===== config.mk =====
export PLATFORM = sky130hd
export DESIGN_NAME = tff_toggle_monitor_flat
export DESIGN_NICKNAME = d
export VERILOG_FILES = /design/src/rtl/tff_toggle_monitor_if.sv /design/src/rtl/tff_toggle_monitor.sv /design/src/flat_wrapper.sv
export SDC_FILE = /design/constraint.sdc
export NUM_CORES = 1
export LEC_CHECK = 0
export ABC_AREA = 0
export BUFFER_PORTS_ARGS = -buffer_cell sky130_fd_sc_hd__buf_2
export CAP_MARGIN = 30
export CORE_MARGIN = 2
export CORE_UTILIZATION = 30
export DETAILED_ROUTE_END_ITERATION = 8
export HOLD_SLACK_MARGIN = 0.02
export PLACE_DENSITY = 0.47
export SYNTH_ARGS = -nofsm -noshare
export SYNTH_HDL_FRONTEND = slang
export SYNTH_SLANG_ARGS = --single-unit

===== constraint.sdc =====
create_clock -name clk -period 2.8 [get_ports clk]
set_input_delay 0.84 -clock clk [delete_from_list [all_inputs] [get_ports clk]]
set_output_delay 0.84 -clock clk [all_outputs]
set_load 0.05 [all_outputs]

===== src/rtl/tff_toggle_monitor_if.sv =====
// Signal bundle between a T flip-flop toggle monitor and its consumer.
// master drives the control and the raw level; slave is the monitor itself.
interface tff_toggle_monitor_if #(
   parameter int unsigned CNT_W = 8,
   parameter int unsigned INT_W = 8
);
   logic             clear;
   logic             en;
   logic             data_in;
   logic             q_sync;
   logic             rise;
   logic             fall;
   logic [CNT_W-1:0] edge_cnt;
   logic [INT_W-1:0] interval;
   logic             interval_vld;
   logic             stall;

   modport master (
      output clear, en, data_in,
      input  q_sync, rise, fall, edge_cnt, interval, interval_vld, stall
   );

   modport slave (
      input  clear, en, data_in,
      output q_sync, rise, fall, edge_cnt, interval, interval_vld, stall
   );
endinterface


===== src/rtl/tff_toggle_monitor.sv =====
// Synchronizes a toggling T flip-flop output, emits rise/fall pulses, counts edges,
// measures the cycle gap between consecutive edges and flags a stall when toggling stops.
module tff_toggle_monitor #(
   parameter int unsigned CNT_W   = 8,
   parameter int unsigned INT_W   = 8,
   parameter int unsigned TIMEOUT = 32
) (
   input logic                 clk,
   input logic                 reset,
   tff_toggle_monitor_if.slave mon
);

   localparam int unsigned      GAP_W     = INT_W + 1;
   localparam logic [GAP_W-1:0] TIMEOUT_V = GAP_W'(TIMEOUT);

   typedef enum logic {
      ST_WAIT_FIRST,
      ST_MEASURE
   } state_t;

   state_t state, state_nxt;

   logic             sync1, sync2, prev;
   logic             edge_det;

   logic             rise_q, rise_nxt;
   logic             fall_q, fall_nxt;
   logic             ivld_q, ivld_nxt;
   logic             stall_q, stall_nxt;
   logic [CNT_W-1:0] cnt_q, cnt_nxt;
   logic [INT_W-1:0] interval_q, interval_nxt;
   logic [INT_W-1:0] gap_cnt, gap_nxt;

   logic [GAP_W-1:0] gap_inc;
   logic [INT_W-1:0] gap_sat;

   // Synchronizer and previous-value flop run unconditionally so clear/en never
   // leave a stale level behind that would later look like an edge.
   always_ff @(posedge clk or negedge reset) begin
      if (!reset) begin
         sync1 <= 1'b0;
         sync2 <= 1'b0;
         prev  <= 1'b0;
      end else begin
         sync1 <= mon.data_in;
         sync2 <= sync1;
         prev  <= sync2;
      end
   end

   assign edge_det = sync2 ^ prev;

   assign gap_inc = {1'b0, gap_cnt} + GAP_W'(1);
   assign gap_sat = gap_inc[INT_W] ? '1 : gap_inc[INT_W-1:0];

   always_ff @(posedge clk or negedge reset) begin
      if (!reset) begin
         state      <= ST_WAIT_FIRST;
         rise_q     <= 1'b0;
         fall_q     <= 1'b0;
         ivld_q     <= 1'b0;
         stall_q    <= 1'b0;
         cnt_q      <= '0;
         interval_q <= '0;
         gap_cnt    <= '0;
      end else begin
         state      <= state_nxt;
         rise_q     <= rise_nxt;
         fall_q     <= fall_nxt;
         ivld_q     <= ivld_nxt;
         stall_q    <= stall_nxt;
         cnt_q      <= cnt_nxt;
         interval_q <= interval_nxt;
         gap_cnt    <= gap_nxt;
      end
   end

   always_comb begin
      state_nxt    = state;
      rise_nxt     = 1'b0;
      fall_nxt     = 1'b0;
      ivld_nxt     = 1'b0;
      stall_nxt    = stall_q;
      cnt_nxt      = cnt_q;
      interval_nxt = interval_q;
      gap_nxt      = gap_cnt;

      if (mon.clear) begin
         state_nxt    = ST_WAIT_FIRST;
         stall_nxt    = 1'b0;
         cnt_nxt      = '0;
         interval_nxt = '0;
         gap_nxt      = '0;
      end else if (mon.en) begin
         if (edge_det) begin
            rise_nxt  = sync2 & ~prev;
            fall_nxt  = ~sync2 & prev;
            cnt_nxt   = cnt_q + CNT_W'(1);
            // The first edge after reset/clear only arms the measurement.
            if (state == ST_MEASURE) begin
               interval_nxt = gap_sat;
               ivld_nxt     = 1'b1;
            end
            state_nxt = ST_MEASURE;
            gap_nxt   = '0;
            stall_nxt = 1'b0;
         end else begin
            gap_nxt = gap_sat;
            if (gap_inc >= TIMEOUT_V) begin
               stall_nxt = 1'b1;
            end
         end
      end
   end

   assign mon.q_sync       = sync2;
   assign mon.rise         = rise_q;
   assign mon.fall         = fall_q;
   assign mon.edge_cnt     = cnt_q;
   assign mon.interval     = interval_q;
   assign mon.interval_vld = ivld_q;
   assign mon.stall        = stall_q;

endmodule


===== src/flat_wrapper.sv =====
// flat-port wrapper written by rule: the top's interface ports become plain ports
module tff_toggle_monitor_flat 
#(
   parameter int unsigned CNT_W   = 8,
   parameter int unsigned INT_W   = 8,
   parameter int unsigned TIMEOUT = 32
)
  (clk, reset, mon_clear, mon_en, mon_data_in, mon_q_sync, mon_rise, mon_fall, mon_edge_cnt, mon_interval, mon_interval_vld, mon_stall);
  tff_toggle_monitor_if #(.CNT_W(CNT_W), .INT_W(INT_W)) mon_i ();
  input logic clk;
  input logic reset;
  input wire logic [$bits(mon_i.clear)-1:0] mon_clear;
  input wire logic [$bits(mon_i.en)-1:0] mon_en;
  input wire logic [$bits(mon_i.data_in)-1:0] mon_data_in;
  output wire logic [$bits(mon_i.q_sync)-1:0] mon_q_sync;
  output wire logic [$bits(mon_i.rise)-1:0] mon_rise;
  output wire logic [$bits(mon_i.fall)-1:0] mon_fall;
  output wire logic [$bits(mon_i.edge_cnt)-1:0] mon_edge_cnt;
  output wire logic [$bits(mon_i.interval)-1:0] mon_interval;
  output wire logic [$bits(mon_i.interval_vld)-1:0] mon_interval_vld;
  output wire logic [$bits(mon_i.stall)-1:0] mon_stall;
  assign mon_i.clear = mon_clear;
  assign mon_i.en = mon_en;
  assign mon_i.data_in = mon_data_in;
  assign mon_q_sync = mon_i.q_sync;
  assign mon_rise = mon_i.rise;
  assign mon_fall = mon_i.fall;
  assign mon_edge_cnt = mon_i.edge_cnt;
  assign mon_interval = mon_i.interval;
  assign mon_interval_vld = mon_i.interval_vld;
  assign mon_stall = mon_i.stall;
  tff_toggle_monitor #(.CNT_W(CNT_W), .INT_W(INT_W), .TIMEOUT(TIMEOUT)) u_core (.clk(clk), .reset(reset), .mon(mon_i));
endmodule

==> out/metrics.csv <==
stage,metric,value,unit
logic_synthesis,Mapped Nets,160,
min_path,worst min path class,flip-flop to flip-flop,
logic_synthesis,Synth Warn #,0,
pwr,Peak VDD IR,0.268,mV
global_route,Global Route Usage Sum,12.6,%
pwr,leak pwr,0.891,nW
logic_synthesis,"area leader, netlist",dfrtp_1,
final_layout,Area Overhead vs Synth,17.6,%
worst_setup_path,crit path max fanout,4,
sta,final hold viol count,0,
clock_tree,hold buffer count at CTS,0,
worst_setup_path,CP Capture Type,primary output,
final_layout,ANT cells,0,
final_layout,Layout Nets,185,
logic_synthesis,mean post-synth cell area,10.4,um^2
worst_setup_path,"critical path, cell by cell",buf_2,
logic_synthesis,xor and xnor area share after synthesis,4.49,%
global_route,vias in the first global route,1222,
worst_setup_path,critical path type,flip-flop to primary output,
logic_synthesis,most frequent cell after synthesis,dfrtp_1,
logic_synthesis,Synth Area in Compound Gates,14.1,%
clock_tree,post_cts resized,0,
floorplanning,Die H,76.1,um
logic_synthesis,"top cells by count, synth","dfrtp_1 (32), nand2_1 (16), nor2_1 (12), a21oi_1 (8), ha_1 (5)",
logic_synthesis,share of the synthesized area in the top cell type,51.3,%
sta,fin. max-slew vios,0,
worst_setup_path,kind of cell adding the most delay to the critical path,flip-flops,
floorplanning,die width,76.1,um
floorplanning,row count,26,
route,iteration count of the initial detailed-routing pass,4,
pwr,part of the power in registers,51.8,%
sta,worst clock skew,0.00282,ns
placement,detailed placement HPWL,2.36,mm
floorplanning,Initial Utilization,30.7,%
logic_synthesis,Simple-Gate Fraction of Synth Area,21.6,%
placement,Place WS,0.656,ns
route,DR iter-0 viols,76,
logic_synthesis,mux share of post-synthesis cell area,1.28,%
global_route,largest net degree at the start of global routing,33,
route,Post-Route WL,3.40,mm
clock_tree,# clock sinks,32,
sta,Worst Tran Pin Value,0.724,ns
logic_synthesis,mapped cell area,0.00156,mm^2
placement,GPL Wtd Cong,0.782,
route,drt drc,0,
floorplanning,Die Area,0.00579,mm^2
logic_synthesis,post-synthesis sequential area ratio,51.3,%
logic_synthesis,Synth area leaders,"dfrtp_1 (51%), ha_1 (4.0%), nand2_1 (3.8%), nor2_1 (2.9%), a21oi_1 (2.6%)",
logic_synthesis,asr flop ratio synth,100,%
pwr,pwr dens,504,mW/mm^2
sta,Final setup viols,0,
worst_setup_path,worst endpoint required time,1.96,ns
clock_tree,clk slew on worst S/H paths,0.07,ns
logic_synthesis,ys flop type,dfrtp_1,
global_route,global-route wire length before repair,5.77,mm
sta,fin crit share,65.3,%
worst_setup_path,Critical-path top delay cell,dfrtp_1,
logic_synthesis,largest family of logic cells by synthesized area,simple AND/OR/NAND/NOR gates,
clock_tree,H-tree Lvls,2,
worst_setup_path,CP peak stage delay,0.41,ns
clock_tree,post-CTS setup buffer count,0,
route,via-per-instance ratio,4.80,
route,Routed Antenna Nets,0,
run_status,outcome,completed,
worst_setup_path,Buffers & Inverters on Critical Path,1,
sta,setup TNS,0,ns
floorplanning,io pins,26,
pwr,switch share,25.7,%
route,DR vias,1180,
run,max_cap viols,0,
pwr,Int Pwr,0.000687,W
sta,min Tclk post-route,1.83,ns
pwr,switching pwr,0.000238,W
clock_tree,CTS buffer count,5,
clock_tree,CTS root buf,clkbuf_8,
worst_setup_path,CP arrival,0.99,ns
worst_setup_path,Worst Setup Start Kind,flip-flop,
floorplanning,core area,0.00507,mm^2
pwr,Logic pwr share,8.3,%
logic_synthesis,cells after synthesis,150,
sta,Fmax,547,MHz
logic_synthesis,number of synthesized flops with an enable pin,0,
placement,post-place instance area,0.00174,mm^2
pwr,Clock Power Share,39.9,%
clock_tree,"Clk Latency, worst-skew pair",0.28,ns
clock_tree,TritonCTS clock tree,yes,
route,WL per Instance,13.8,um
logic_synthesis,#FFs+latches synth,32,
final_layout,utilization after layout,36.1,%
sta,final worst slack,0.971,ns
logic_synthesis,post-synthesis adder-cell area fraction,4.01,%
placement,Port Buffer Count,25,
final_layout,fin area,0.00183,mm^2
sta,RSZ-0062 raised after global routing,no,
clock_tree,clock tree buffer depth,2,
sta,slew margin rel.,51.7,%
global_route,initial antenna violation count,0,
global_route,gr ovfl total,0,
logic_synthesis,Yosys cell types,42,
final_layout,share of layout cells above drive strength 1,22.7,%
logic make-up after synthesis:
group                    after synthesis
AND/OR/NAND/NOR                       58
adder cells (fa/ha/maj)                5
multiplexers                           2
AO/OA/AOI/OAI                         33
flip-flops                            32
XOR/XNOR                               8
buffers and inverters                 12
sequential cells by signal, indices dropped and copies added (netlist names):
register                 flops
u_core.gap_cnt               8
u_core.mon.edge_cnt          8
u_core.mon.fall              1
u_core.mon.interval          8
u_core.mon.interval_vld      1
u_core.mon.q_sync            1
u_core.mon.rise              1
u_core.mon.stall             1
u_core.prev                  1
u_core.state                 1
u_core.sync1                 1
power groups by stage:
stage	Clock [W]	Sequential, W	Combinational (W)
after floorplan	0	0.000504	0.0000323
after global placement	0	0.000487	0.0000762
after detailed placement	0	0.000488	0.0000775
after CTS	0.000377	0.000479	0.0000779
after global routing	0.000406	0.000480	0.0000846
final	0.000369	0.000479	0.0000763
stage by stage:
| step | total power [W] | hold WS [ns] | cells |
|---|---|---|---|
| after floorplan | 0.000536 | 0.331 | 150 |
| after global placement | 0.000563 | 0.335 | 238 |
| after detailed placement | 0.000565 | 0.336 | 238 |
| after CTS | 0.000933 | 0.352 | 246 |
| after global routing | 0.000970 | 0.372 | 246 |
| final | 0.000924 | 0.349 | 246 |
final timing paths:
path                                          end  depth (start not counted)  slack, ns                   start
min reg2reg                     u_core.mon.q_sync                          0       0.35            u_core.sync1
max reg2reg                u_core.mon.interval[6]                          6       0.97       u_core.mon.q_sync
max in group asynchronous  u_core.mon.edge_cnt[1]                          1       1.73                   reset
min                             u_core.mon.q_sync                          0       0.35            u_core.sync1
min in group asynchronous  u_core.mon.interval[3]                          1       0.61                   reset
max                               mon_edge_cnt[4]                          1       0.97  u_core.mon.edge_cnt[4]
layout by cell type, fill, tap and decap left out, drive strengths merged, types with 2 or more instances in the layout:
master and n:
dfrtp 32, buf 25, nand2 16, nor2 13, a21oi 8, clkbuf 6
ha 5, inv 5, nand3 5, o21ai 5, xnor2 4, a31oi 4
nor3 4, xor2 4, nand2b 4, a311oi 3, a211oi 3, a21o 3
and4 3, and2b 2, nor2b 2, and2 2, and3 2, mux2i 2
a22o 2, clkinv 2, nor4 2
metal layers:
| metal | vias to the layer above | track usage (%) | share of wire (%) |
|---|---|---|---|
| li1 | 578 | - | - |
| met1 | 568 | 16.8 | 49 |
| met2 | 26 | 18.9 | 45 |
| met3 | 8 | 3.32 | 4.1 |
| met4 | 0 | 6.55 | 2.0 |
| met5 | - | 0 | 0 |
area by class of cell:
type	count	area, um^2
clock buffers	6	82.6
well taps	70	87.6
multi-input cells	106	709
fillers	541	3240
clock inverters	2	10.0
flip-flops and latches	32	801
inverters	5	18.8
repair buffers	25	125
Note: power is estimated with default switching activity, not from simulation.
